`config.mk`:
```
export PLATFORM = sky130hd
export DESIGN_NAME = axi4_lite_write_arbiter
export DESIGN_NICKNAME = d
export VERILOG_FILES = /design/src/rtl/axi4_lite_write_arbiter.sv
export SDC_FILE = /design/constraint.sdc
export NUM_CORES = 1
export LEC_CHECK = 0
export ABC_AREA = 1
export CORE_AREA = 2 2 91 93
export DETAILED_ROUTE_END_ITERATION = 8
export DIE_AREA = 0 0 93 95
export PLACE_DENSITY = 0.85
export RECOVER_POWER = 50
export SYNTH_ARGS = -nofsm -noshare
export SYNTH_HDL_FRONTEND = slang
export SYNTH_SLANG_ARGS = --single-unit
```
`constraint.sdc`:
```
create_clock -name clk -period 4 [get_ports clk]
set_input_delay 0.8 -clock clk [delete_from_list [all_inputs] [get_ports clk]]
set_output_delay 0.8 -clock clk [all_outputs]
set_load 0.01 [all_outputs]
```
`src/rtl/axi4_lite_write_arbiter.sv`:
```
// Shares one AXI4-Lite write slave between NUM_REQ masters, holding each grant for a full AW+W+B transaction.
// Build option: define WR_ARB_FIXED_PRIO_EN for fixed lowest-index-wins priority (default is round-robin).
module axi4_lite_write_arbiter #(
  parameter int ADDR_WIDTH = 32,
  parameter int DATA_WIDTH = 32,
  parameter int NUM_REQ    = 2,
  parameter int GRANT_W    = $clog2(NUM_REQ)
) (
  input  logic                              clk,
  input  logic                              rst,
  input  logic [NUM_REQ*ADDR_WIDTH-1:0]     S_AXI_AWADDR,
  input  logic [NUM_REQ-1:0]                S_AXI_AWVALID,
  output logic [NUM_REQ-1:0]                S_AXI_AWREADY,
  input  logic [NUM_REQ*DATA_WIDTH-1:0]     S_AXI_WDATA,
  input  logic [NUM_REQ*(DATA_WIDTH/8)-1:0] S_AXI_WSTRB,
  input  logic [NUM_REQ-1:0]                S_AXI_WVALID,
  output logic [NUM_REQ-1:0]                S_AXI_WREADY,
  output logic [NUM_REQ*2-1:0]              S_AXI_BRESP,
  output logic [NUM_REQ-1:0]                S_AXI_BVALID,
  input  logic [NUM_REQ-1:0]                S_AXI_BREADY,
  output logic [ADDR_WIDTH-1:0]             M_AXI_AWADDR,
  output logic                              M_AXI_AWVALID,
  input  logic                              M_AXI_AWREADY,
  output logic [DATA_WIDTH-1:0]             M_AXI_WDATA,
  output logic [DATA_WIDTH/8-1:0]           M_AXI_WSTRB,
  output logic                              M_AXI_WVALID,
  input  logic                              M_AXI_WREADY,
  input  logic [1:0]                        M_AXI_BRESP,
  input  logic                              M_AXI_BVALID,
  output logic                              M_AXI_BREADY,
  output logic                              busy,
  output logic [GRANT_W-1:0]                grant_id
);

  localparam int STRB_W = DATA_WIDTH / 8;

  typedef enum logic [1:0] {ST_IDLE, ST_ADDR, ST_RESP} state_t;

  state_t             state, state_nxt;
  logic               aw_done, aw_done_nxt;
  logic               w_done, w_done_nxt;
  logic [GRANT_W-1:0] grant_nxt;
  logic [GRANT_W-1:0] winner;
  logic               aw_hs, w_hs;

`ifdef WR_ARB_FIXED_PRIO_EN
  always_comb begin
    winner = '0;
    for (int i = NUM_REQ - 1; i >= 0; i--) begin
      if (S_AXI_AWVALID[i]) winner = GRANT_W'(i);
    end
  end
`else
  logic [GRANT_W-1:0] rr_ptr, rr_ptr_nxt;
  logic               found;
  int                 idx;

  // Scan upward from rr_ptr with wrap; first requester found wins.
  always_comb begin
    winner = '0;
    found  = 1'b0;
    idx    = 0;
    for (int k = 0; k < NUM_REQ; k++) begin
      idx = int'(rr_ptr) + k;
      if (idx >= NUM_REQ) idx = idx - NUM_REQ;
      if (!found && S_AXI_AWVALID[GRANT_W'(idx)]) begin
        winner = GRANT_W'(idx);
        found  = 1'b1;
      end
    end
  end
`endif

  // NOTE: every signal gets a default before the case so no path leaves it unassigned (no latches).
  always_comb begin
    state_nxt     = state;
    aw_done_nxt   = aw_done;
    w_done_nxt    = w_done;
    grant_nxt     = grant_id;
`ifndef WR_ARB_FIXED_PRIO_EN
    rr_ptr_nxt    = rr_ptr;
`endif
    aw_hs         = 1'b0;
    w_hs          = 1'b0;
    S_AXI_AWREADY = '0;
    S_AXI_WREADY  = '0;
    S_AXI_BRESP   = '0;
    S_AXI_BVALID  = '0;
    M_AXI_AWADDR  = '0;
    M_AXI_AWVALID = 1'b0;
    M_AXI_WDATA   = '0;
    M_AXI_WSTRB   = '0;
    M_AXI_WVALID  = 1'b0;
    M_AXI_BREADY  = 1'b0;

    unique case (state)
      ST_IDLE: begin
        if (|S_AXI_AWVALID) begin
          grant_nxt = winner;
          state_nxt = ST_ADDR;
        end
      end

      ST_ADDR: begin
        for (int i = 0; i < NUM_REQ; i++) begin
          if (grant_id == GRANT_W'(i)) begin
            M_AXI_AWVALID    = S_AXI_AWVALID[i] & ~aw_done;
            M_AXI_WVALID     = S_AXI_WVALID[i] & ~w_done;
            S_AXI_AWREADY[i] = M_AXI_AWREADY & ~aw_done;
            S_AXI_WREADY[i]  = M_AXI_WREADY & ~w_done;
            if (M_AXI_AWVALID) M_AXI_AWADDR = S_AXI_AWADDR[i*ADDR_WIDTH +: ADDR_WIDTH];
            if (M_AXI_WVALID) begin
              M_AXI_WDATA = S_AXI_WDATA[i*DATA_WIDTH +: DATA_WIDTH];
              M_AXI_WSTRB = S_AXI_WSTRB[i*STRB_W +: STRB_W];
            end
          end
        end
        aw_hs = M_AXI_AWVALID & M_AXI_AWREADY;
        w_hs  = M_AXI_WVALID & M_AXI_WREADY;
        // Move on in the very cycle the second of AW/W completes.
        if ((aw_done | aw_hs) && (w_done | w_hs)) begin
          aw_done_nxt = 1'b0;
          w_done_nxt  = 1'b0;
          state_nxt   = ST_RESP;
        end else begin
          aw_done_nxt = aw_done | aw_hs;
          w_done_nxt  = w_done | w_hs;
        end
      end

      ST_RESP: begin
        for (int i = 0; i < NUM_REQ; i++) begin
          if (grant_id == GRANT_W'(i)) begin
            M_AXI_BREADY    = S_AXI_BREADY[i];
            S_AXI_BVALID[i] = M_AXI_BVALID;
            if (M_AXI_BVALID) S_AXI_BRESP[i*2 +: 2] = M_AXI_BRESP;
          end
        end
        if (M_AXI_BVALID && M_AXI_BREADY) begin
          state_nxt = ST_IDLE;
`ifndef WR_ARB_FIXED_PRIO_EN
          rr_ptr_nxt = (grant_id == GRANT_W'(NUM_REQ - 1)) ? '0 : grant_id + GRANT_W'(1);
`endif
        end
      end

      default: state_nxt = ST_IDLE;
    endcase
  end

  // NOTE: state uses non-blocking assignments so every flop samples pre-edge values.
  always_ff @(posedge clk) begin
    if (rst) begin
      state    <= ST_IDLE;
      aw_done  <= 1'b0;
      w_done   <= 1'b0;
      grant_id <= '0;
`ifndef WR_ARB_FIXED_PRIO_EN
      rr_ptr   <= '0;
`endif
    end else begin
      state    <= state_nxt;
      aw_done  <= aw_done_nxt;
      w_done   <= w_done_nxt;
      grant_id <= grant_nxt;
`ifndef WR_ARB_FIXED_PRIO_EN
      rr_ptr   <= rr_ptr_nxt;
`endif
    end
  end

  assign busy = (state != ST_IDLE);

endmodule

```
# [Word-level counts from Yosys, hierarchy flattened]
# Index checks and enable logic that the tools add are counted.
[totals] wordCells=93 regBits=6
[classes] reduce_logical=10 n_mux=53 n_eq_ne=5 bitwise=12 n_addsub=4 order_cmp=4
[op_table] cell="$mux 32" count=10
[op_table] cell="$mux 1" count=27
[op_table] cell="$mux 4" count=6
[op_table] cell="$mux 2" count=9
[op_table] cell="$and 1x1->1" count=8
[op_table] cell="$lt 1x3->1 const B" count=2
[op_table] cell="$ne 2x2->1 const B" count=3
[op_table] cell="$pmux 2 s3" count=1
[op_table] cell="$reduce_and 2->1" count=2
[op_table] cell="$logic_and 1x1->1" count=3
[op_table] cell="$reduce_and 3->1" count=1
[op_table] cell="$add 1x1->2 const B" count=1
[op_table] cell="$eq 2x1->1 const B" count=1
[op_table] cell="$eq 2x2->1 const B" count=1
[op_table] cell="$ge 1x2->1 const B" count=1
[op_table] cell="$ge 2x2->1 const B" count=1
[op_table] cell="$logic_not 2->1" count=1
[op_table] cell="$not 1->1" count=2
[op_table] cell="$or 1x1->1" count=2
[op_table] cell="$reduce_bool 2->1" count=1
[op_table] cell="$reduce_or 2->1" count=1
[op_table] cell="$sub 1x1->1 const B" count=2
[op_table] cell="$add 1x1->1 const B" count=1
[op_table] cell="$logic_not 1->1" count=1

# [Depth between registers and ports, before layout]
[depth] word_depth=9 depth_mapped=9

# [Worst setup path before layout]
# No wires, ideal clock.
[synth_timing] path_kind="input to output" from="input port S_AXI_AWVALID[1]" to="output port M_AXI_AWADDR[10]" required_ns=3.200 arrival_time_ns=1.459 stages=3 n_path_buf=1 setup_slack_ns=1.741 path_cell_list="nand4_1 clkbuf_1 o22ai_1"
[synth_between] elab_chain_cells=4
[synth_rtl] element="start: declaration" line="12" text="input logic [NUM_REQ-1:0] S_AXI_AWVALID,"
[synth_rtl] element="$and 1x1->1" line="107" text="M_AXI_AWVALID = S_AXI_AWVALID[i] & ~aw_done;"
[synth_rtl] element="$mux 32" line="111" text="if (M_AXI_AWVALID) M_AXI_AWADDR = S_AXI_AWADDR[i*ADDR_WIDTH +: ADDR_WIDTH];"
[synth_rtl] element="$mux 32" line="106" text="if (grant_id == GRANT_W'(i)) begin"
[synth_rtl] element="$mux 32" line="96" text="unique case (state)"
[synth_rtl] element="end: declaration" line="21" text="output logic [ADDR_WIDTH-1:0] M_AXI_AWADDR,"
# No other way between the ends.

# [Worst setup path in the final report]
[layout_timing] from="input port S_AXI_AWVALID[1]" to="output port M_AXI_AWADDR[26]"
# Same word-level chain as after synthesis.

==> impl_metrics.yaml <==
route:
  viasPerCell: 4.280
  drtAntennaViolNets: 0
  vias: 2705
  drc: 0
  drt_first_pass_iters: 4
  wirelength_mm: 7.782
  drt_iter0_markers: 88
  wl_per_cell_um: 12.31
power_and_ir_drop:
  combinationalPowerShare_pct: 74.1
  power.net_switching_uw: 222.9
  power_uw: 630.6
  ir_worst_vdd_uv: 80.76
  swShare_pct: 35.35
  p_int_uw: 407.7
  power_frac_clock_pct: 14.6
  power_density_nw_per_um2: 151.7
  p_leak_nw: 2.159
  p_seq_share_pct: 11.3
sta:
  fin_crit_sh_pct: 83.93
  maxSlewViolCount: 0
  fin_hold_ws_ps: 468.2
  clock.fmax_ghz: 0.2979
  rsz0062_at_grt: "false"
  slew_headroom_pct: 66.05
  timing.setup.tns_ps: 0
  period_needed_ps: 3357
  hold_viol_final: 0
  worst_pin_slew_ps: 508.6
  setup_viol: 0
  finalWorstSetupSlack_ps: 642.8
  skew_ps: 0.4451
setup_path:
  path_max_fanout: 33
  rr_startpoint: "grant_id"
  crit_type: "in -> out"
  required_ps: 3200
  crit_start: "S_AXI_AWVALID[1]"
  crit_arrival_ps: 2560
  critPathLaunchType: "primary input"
  worstSetupEndpointType: "primary output"
finish:
  layout-drive-gt1-share_pct: 8.349
  multi_input_area_sq_um: 930.9
  area_delta_synth_final_pct: 142.9
  antennaDiodeCount: 0
  fillers: 736
  final_util_pct: 52.45
  seq_area_sq_um: 120.1
  final_nets: 678
clock_tree:
  post_cts_buffers: 0
  numCtsBuffers: 3
  cts_hold_buf: 0
  clkSinkCount: 6
  ctsResizeCount: 0
  cts_buffer_depth: 2
  cts_htree_levels: 1
  cts_root_buf: "clkbuf_8"
  cts_tree: "built"
  clkSlewWorstSetupHoldPaths_ps: 40
  clock_latency_ps: 220
global_route:
  busiest_layer: "met2"
  grt_usage_pct: 16.59
  met3_usage_pct: 3.751
  met1_usage_pct: 18.39
  grtUsageMet2_pct: 31.88
  grt_max_degree: 38
  grt_pass1_wl_mm: 12.01
  overflow: 0
  antenna_found_initial: 0
  grt_pass1_vias: 2613
yosys:
  muxShareOfSynthArea_pct: 0
  synth_top_area_share_pct: 32.46
  syn-num-nets: 452
  ys_warn_count: 0
  yosysSeqAreaShare_pct: 7.018
  ys_seq_elements: 6
  synth_simple_gate_area_share_pct: 16.45
  synth_compound_area_share_pct: 37.94
  synthCells: 303
  synth_xor_area_share_pct: 0
  synth_area_per_cell_sq_um: 5.649
  syn_area_sq_um: 1712
  synthTopCellsByArea: "inv_1 (32%), o22ai_2 (21%), o22ai_1 (14%)"
  synth_top_family_by_area: "buffers and inverters"
  synth_top_area_cell: "inv_1"
  synth_fa_ha_area_share_pct: 0
  netlist-cell-type-count: 22
floorplanning:
  fp.dieW_um: 93
  core-area_sq_um: 7928
  start_util_pct: 21.59
  io_pins: 232
  rows: 33
  die_area_sq_um: 8835
  fp.dieH_um: 95
place:
  gp_congestion: 0.8888
  numPortBuffers: 231
  dpl.hpwl_mm: 6.698
  pre_cts_slack_ps: 698.5
job:
  cap_viol_max_count: 0
worst_hold_path:
  hold_start: "aw_done"
  hold_path_class: "reg -> reg"
run_status:
  status: "finished clean"
==> through the flow <==
step           std cells  cell area (sq um)
2_1_floorplan        303               1712
3_3_place_gp         629               4116
3_5_place_dp         629               4116
4_1_cts              632               4158
5_1_grt              632               4158
6_report             632               4158
==> worst paths after layout <==
check | to | slack, ps | cells after the start
worst max-delay path | M_AXI_AWADDR[26] | 640 | 5
worst min-delay path | aw_done | 470 | 2
worst max register to register | state[1] | 2500 | 8
worst min register to register | aw_done | 470 | 2
==> cell usage after synthesis <==
cell / instances
nand2_1: 27
o22ai_1: 39
buf_4: 1
nor2_4: 1
nor3_1: 1
buf_6: 4
nor4_1: 2
dfxtp_1: 6
a21oi_1: 6
nand4_2: 1
nand4_1: 2
nor2_1: 14
o21ai_0: 1
buf_2: 6
inv_1: 148
nand3_1: 5
o22ai_2: 29
o211ai_1: 1
inv_2: 3
clkbuf_1: 3
or2_2: 1
nand4_4: 2
==> layout by cell type (no fill, tap or decap), drive strengths merged <==
master         count
clkdlybuf4s50    194
inv              151
o22ai             68
dlygate4sd3       37
nand2             27
nor2              15
a21oi              6
dfxtp              6
nand3              5
nand4              5
buf                4
clkbuf             3
nor4               2
nor3               1
or2                1
o211ai             1
o21ai              1
==> cells by family after synthesis <==
group | Yosys count
compound gates | 76
flops | 6
buf+inv | 165
simple gates | 56
==> state kept, by name, summed over array words and instances, names as in the netlist <==
register / cells
state: 2
aw_done: 1
w_done: 1
grant_id: 1
rr_ptr: 1
==> area by class of cell <==
type | count | share of cell area, %
Timing Repair Buffer | 235 | 56.94
Multi-Input combinational cell | 132 | 22.39
Inverter | 151 | 13.63
Tap cell | 105 | 3.160
Sequential cell | 6 | 2.889
Clock buffer | 3 | 0.9931
==> layer usage <==
metal  vias to the layer above  wire (um)  share of wire [%]
li1                       1362          -                  -
met1                      1190       2883                 37
met2                       140       4017                 52
met3                        13        769                9.9
met4                         0        112                1.4
met5                         -          0                  0
==> critical path, cell delays in order <==
cell             delay [ps]
dlygate4sd3_1           570
nand4_1                 100
buf_4                   260
o22ai_1                 230
clkdlybuf4s50_1         580
==> power by group through the flow <==
stage	clock network, mW	registers (mW)	logic [mW]
after floorplan	0	0.0710	0.192
after global placement	0	0.0717	0.470
after detailed placement	0	0.0724	0.479
after CTS	0.0948	0.0713	0.481
after global routing	0.0991	0.0722	0.509
final	0.0920	0.0713	0.467
No activity file was read; power rests on OpenSTA's default activity.
